===== src/rtl/pipe_hazard_ctrl.sv =====
// Pipeline hazard controller: load-use stall, branch/jump flush, multi-cycle MUL/DIV hold, HALT freeze.
// Latency: all control outputs are combinational from state, cnt and inputs; state/cnt/stall count update each clk edge.
// Backpressure: the controller is the stall source; pc_stall/ifid_stall hold fetch, ex_hold freezes EX during MUL/DIV.
//
// Parameters: MUL_CYCLES, DIV_CYCLES (2..15) = EX occupancy of a multiply / divide.
// Optional feature macro: MULDIV_MULTICYCLE_EN. When undefined, MUL/DIV are single-cycle ALU ops,
//   the MULDIV state is unreachable and ex_hold is tied 0.
// Ports:
//   clk, reset (synchronous, active-low)
//   id_valid/id_op/id_funct/id_rs/id_rt : instruction in ID
//   ex_is_load/ex_rd/ex_branch_taken    : EX stage status
//   pc_stall, ifid_stall, idex_bubble, ex_hold, ifid_flush, idex_flush, halted : pipeline controls
//   stall_cycles : saturating count of cycles with pc_stall=1
module pipe_hazard_ctrl #(
    parameter int MUL_CYCLES = 4,
    parameter int DIV_CYCLES = 8
) (
    input  logic        clk,
    input  logic        reset,
    input  logic        id_valid,
    input  logic [3:0]  id_op,
    input  logic [3:0]  id_funct,
    input  logic [3:0]  id_rs,
    input  logic [3:0]  id_rt,
    input  logic        ex_is_load,
    input  logic [3:0]  ex_rd,
    input  logic        ex_branch_taken,
    output logic        pc_stall,
    output logic        ifid_stall,
    output logic        idex_bubble,
    output logic        ex_hold,
    output logic        ifid_flush,
    output logic        idex_flush,
    output logic        halted,
    output logic [15:0] stall_cycles
);

`ifdef MULDIV_MULTICYCLE_EN
    localparam bit MD_EN = 1'b1;
`else
    localparam bit MD_EN = 1'b0;
`endif

    localparam logic [3:0] MUL_LOAD = 4'(MUL_CYCLES - 1);
    localparam logic [3:0] DIV_LOAD = 4'(DIV_CYCLES - 1);

    typedef enum logic [1:0] {
        ST_RUN    = 2'd0,
        ST_MULDIV = 2'd1,
        ST_HALT   = 2'd2
    } state_t;

    state_t      state_q, state_d;
    logic [3:0]  cnt_q, cnt_d;
    logic [15:0] stall_cycles_q, stall_cycles_d;

    // ID decode, all qualified by id_valid
    logic id_is_alu0, id_mul, id_div, id_halt, id_jump;
    logic load_use, md_busy, id_free;

    always_comb begin
        id_is_alu0 = id_valid && (id_op == 4'b0000);
        id_mul     = id_is_alu0 && (id_funct == 4'b0001);
        id_div     = id_is_alu0 && (id_funct == 4'b0010);
        id_halt    = id_is_alu0 && (id_funct == 4'b0000);
        id_jump    = id_valid && (id_op == 4'b1100);
        load_use   = ex_is_load && (ex_rd != 4'd0) &&
                     ((ex_rd == id_rs) || (ex_rd == id_rt)) && id_valid;
        // EX still busy with a multi-cycle op; the last cycle (cnt==0) releases
        md_busy    = (state_q == ST_MULDIV) && (cnt_q != 4'd0);
        // ID may issue: running, or the final cycle of a MUL/DIV
        id_free    = (state_q == ST_RUN) || ((state_q == ST_MULDIV) && (cnt_q == 4'd0));
    end

    always_comb begin
        state_d      = state_q;
        cnt_d        = cnt_q;
        pc_stall     = 1'b0;
        ifid_stall   = 1'b0;
        idex_bubble  = 1'b0;
        ex_hold      = 1'b0;
        ifid_flush   = 1'b0;
        idex_flush   = 1'b0;
        halted       = 1'b0;
        stall_cycles = stall_cycles_q;

        // Output priority: HALT > branch flush > MULDIV hold > load-use > jump
        if (state_q == ST_HALT) begin
            pc_stall    = 1'b1;
            ifid_stall  = 1'b1;
            idex_bubble = 1'b1;
            halted      = 1'b1;
        end else if (ex_branch_taken) begin
            ifid_flush = 1'b1;
            idex_flush = 1'b1;
        end else if (md_busy) begin
            pc_stall   = 1'b1;
            ifid_stall = 1'b1;
`ifdef MULDIV_MULTICYCLE_EN
            ex_hold    = 1'b1;
`endif
        end else if (load_use) begin
            pc_stall    = 1'b1;
            ifid_stall  = 1'b1;
            idex_bubble = 1'b1;
        end else if (id_jump) begin
            ifid_flush = 1'b1;
        end

        // Next state. The counter keeps running through a branch cycle so the
        // occupancy of the op already in EX is never shortened.
        if (md_busy) begin
            cnt_d = cnt_q - 4'd1;
        end else if (id_free) begin
            state_d = ST_RUN;
            cnt_d   = 4'd0;
            // A squashed or stalled ID instruction must not issue
            if (!ex_branch_taken && !load_use) begin
                if (MD_EN && id_mul) begin
                    state_d = ST_MULDIV;
                    cnt_d   = MUL_LOAD;
                end else if (MD_EN && id_div) begin
                    state_d = ST_MULDIV;
                    cnt_d   = DIV_LOAD;
                end else if (id_halt) begin
                    state_d = ST_HALT;
                end
            end
        end

        stall_cycles_d = stall_cycles_q;
        if (pc_stall && (stall_cycles_q != 16'hFFFF)) begin
            stall_cycles_d = stall_cycles_q + 16'd1;
        end

        // Reset forces every output low regardless of state or inputs
        if (!reset) begin
            pc_stall     = 1'b0;
            ifid_stall   = 1'b0;
            idex_bubble  = 1'b0;
            ex_hold      = 1'b0;
            ifid_flush   = 1'b0;
            idex_flush   = 1'b0;
            halted       = 1'b0;
            stall_cycles = 16'd0;
        end
    end

    always_ff @(posedge clk) begin
        if (!reset) begin
            state_q        <= ST_RUN;
            cnt_q          <= 4'd0;
            stall_cycles_q <= 16'd0;
        end else begin
            state_q        <= state_d;
            cnt_q          <= cnt_d;
            stall_cycles_q <= stall_cycles_d;
        end
    end

endmodule


===== config.mk =====
export PLATFORM = sky130hd
export DESIGN_NAME = pipe_hazard_ctrl
export DESIGN_NICKNAME = d
export VERILOG_FILES = /design/src/rtl/pipe_hazard_ctrl.sv
export SDC_FILE = /design/constraint.sdc
export NUM_CORES = 1
export LEC_CHECK = 0
export CORE_ASPECT_RATIO = 0.9
export CORE_MARGIN = 1.5
export CORE_UTILIZATION = 45
export DETAILED_ROUTE_END_ITERATION = 8
export PLACE_DENSITY = 0.93
export SLEW_MARGIN = 20
export SYNTH_ARGS = -nofsm -noshare
export SYNTH_HDL_FRONTEND = slang
export SYNTH_SLANG_ARGS = --single-unit
export TNS_END_PERCENT = 5

===== constraint.sdc =====
create_clock -name clk -period 3.07 [get_ports clk]
set_input_delay 0.4605 -clock clk [delete_from_list [all_inputs] [get_ports clk]]
set_output_delay 0.4605 -clock clk [all_outputs]
set_load 0.02 [all_outputs]

==> flow_summary_export.csv <==
group,metric,value,unit
status,status,"finished, violations left",
status,failed_checks,"design-rule violations",
finish,antenna_cells_inserted,0,
critical_path,dominant_delay_contributor_by_cell_family_on_the_critical_path,"buffers and inverters",
die,core_area,2530,sq um
pwr,worst_ir_drop_vdd,204,uV
die,fp-row-count,17,
critical_path,worst_setup_path_end_kind,"output port",
critical_path,path_max_fanout,3,
sta,min_period,2850,ps
clock_network,clock_latency,290,ps
sta,drv_slew,0,
sta,finalCritPeriodShare,0.928,
sta,finalHoldViolCount,0,
sta,grt_setup_unrepaired,"no",
sta,worst_slew_pin_slew,798,ps
finish,flow.area_growth_from_synthesis,41.4,%
job,maxCapViolations,0,
critical_path,required,2610,ps
critical_path,critical_path.max_stage_delay,530,ps
finish,drive_above_1_share,0.130,
finish,final_cell_area,1750,sq um
route,viasPerCell,6.03,
synthesis,seq_area_frac_synth,0.275,
die,die_width,58.3,um
sta,totalNegativeSetupSlack,0,ps
hold_path,worst_hold_path_type,"reg2reg",
clock_network,cts_tree,"built",
sta,finClkSkew,3.57,ps
clock_network,cts-root-to-sink-buffers,2,
synthesis,synth.lib_cells_used.distinct,35,
sta,tightest_slew_margin_relative_to_the_limit,0.465,
clock_network,ctsHtreeMaxLevel,1,
critical_path,critPathMostFrequentCell,"clkdlybuf4s50_1",
die,die_h,52.8,um
sta,timing.hold.ws,565,ps
route,remaining_drc_errors,1,
synthesis,synthesis.nets,174,
clock_network,clkSlewWorstSetupHoldPaths,100,ps
clock_network,cts_made_buffers,3,
place,detailedPlacementHpwl,2.82,mm
place,placed_area,1710,sq um
die,die_area,3070,sq um
synthesis,synthTopCellsByArea,"dfxtp_1 (28%), mux2_2 (8.2%), and2_1 (7.6%)",
synthesis,total_standard_cell_area_after_synthesis,1240,sq um
synthesis,syn-mean-instance-area,8.36,sq um
synthesis,yosys.area.top_type,"dfxtp_1",
critical_path,worstSetupPathType,"in2out",
route,firstDrtPassIters,7,
place,routability_cong,0.807,
synthesis,synth.ff_latch_count,17,
route,drtIter0Drc,44,
pwr,p_per_area,247,nW/um^2
clock_network,clock-root-buffer,"clkbuf_4",
synthesis,synth_top_area_share,0.275,
route,ant_nets,0,
route,vias,1326,
finish,fin_nets,219,
clock_network,tritoncts_num_sinks,17,
route,drt-wirelength-per-cell,16.3,um
critical_path,cp_buf_inv_count,2,
sta,achievable-frequency,0.351,GHz
critical_path,critPathLaunchType,"primary input",
critical_path,cell_chain_critical_path,"clkdlybuf4s50_1, xor2_1, nor4_4, o21ai_2, and2_2, clkdlybuf4s50_1",
die,ios,48,
sta,finalSetupViolCount,0,
synthesis,synth_cells,148,
global_route,grt_pass1_wl,5.71,mm
die,floorplan.initialDensity,0.489,
critical_path,cp.arrival,2390,ps
global_route,first_global_vias,1271,
global_route,track_usage,0.241,
global_route,grt_overflow,0,
global_route,maximum_number_of_pins_on_one_net_before_global_route_repair,17,
synthesis,synth-warning-count,0,
finish,mostFrequentLayoutCell,"clkdlybuf4s50_1",
finish,most-common-layout-cells,"clkdlybuf4s50_1 (43), dfxtp_1 (17), and2_1 (15)",
critical_path,cp_slowest_cell,"clkdlybuf4s50_1",
critical_path,r2r_slack,870,ps
global_route,grt_antenna_before_repair,0,
route,postRouteWirelength,3.58,mm
pwr,p_leak,0.674,nW
place,place.port_buffers,46,
[synthesized netlist by cell type]
cell type and instances:
a21oi_1 5, a221oi_2 1, nand3_1 9, nand2_1 5
or3b_2 1, and4_1 2, buf_4 3, mux2_2 9
o31ai_1 6, o41ai_1 4, and2_1 15, clkbuf_1 4
inv_1 4, nand4_1 1, nand2b_1 4, and3_1 3
a2111oi_2 1, a211oi_1 8, buf_1 1, nor3_1 6
o21ai_0 4, a211o_1 1, xor2_1 8, nor4_4 2
or3_1 2, nor4_1 2, nor2_1 12, dfxtp_1 17
buf_6 1, a41o_1 2, and2_2 1, conb_1 1
o21ai_2 1, ha_1 1, buf_2 1
[report_power, final]
group	total (W)	switching, W	leakage, nW	internal, W
Sequential	0.000221	0.000000491	0.137	0.000221
Combinational	0.0000899	0.0000445	0.522	0.0000454
Clock	0.000120	0.0000700	0.0150	0.0000505
[layout make-up]
class | instances | area [sq um]
timing repair buffer | 50 | 498
clock buffer | 4 | 26.3
sequential | 17 | 340
tap | 28 | 35.0
inverter | 4 | 15.0
multi-input combinational | 117 | 835
fill | 194 | 782
[cells by family after synthesis]
kind of cell / count (synthesis) / synth area share
AND/OR/NAND/NOR: 65 / 0.310
adder cells (fa/ha/maj): 1 / 0.0101
flip-flops: 17 / 0.275
buffers and inverters: 14 / 0.0586
AO/OA/AOI/OAI: 33 / 0.204
XOR/XNOR: 8 / 0.0566
other: 1 / 0.00303
multiplexers: 9 / 0.0819
[path summary, 6_finish.rpt]
path	startpoint	endpoint	cells after the start
worst min-delay path	stall_cycles_q[6]	stall_cycles_q[7]	2
worst min register to register	stall_cycles_q[6]	stall_cycles_q[7]	2
worst max-delay path	ex_rd[1]	ifid_flush	6
worst max register to register	stall_cycles_q[0]	stall_cycles_q[1]	5
[worst reg2reg max path, delay by kind of cell (launching register included)]
family	cells	cell delay [ps]
AO/OA/AOI/OAI	3	1140
flip-flops	1	450
AND/OR/NAND/NOR	1	300
adder cells (fa/ha/maj)	1	250
[per-layer routing]
layer  routed length, um  up-vias  track usage
met5                   0        -            0
met2                1850       50        0.434
met3                 175       10       0.0395
li1                    -      631            -
met1                1480      635        0.284
met4                  71        0       0.0891
[stage by stage]
step | instances | total power [W] | setup slack [ps] | util
final | 220 | 0.000432 | 220 | 0.691
after global routing | 220 | 0.000450 | 126 | 0.691
after CTS | 220 | 0.000434 | 1.56 | 0.684
after detailed placement | 216 | 0.000315 | 1.19 | 0.674
after global placement | 216 | 0.000311 | 164 | 0.674
after floorplan | 148 | 0.000268 | 707 | -
[flip-flops by register name (all words and copies together) (netlist names)]
name            flops
state_q             1
stall_cycles_q     16
[what timing repair did]
item,4_1_cts,5_1_grt
setup buffers,0,0
gates resized for setup,0,3
setup endpoints to repair,0,3
hold buffers,0,0
hold endpoints to repair,0,0
Note: power is estimated with default switching activity, not from simulation.
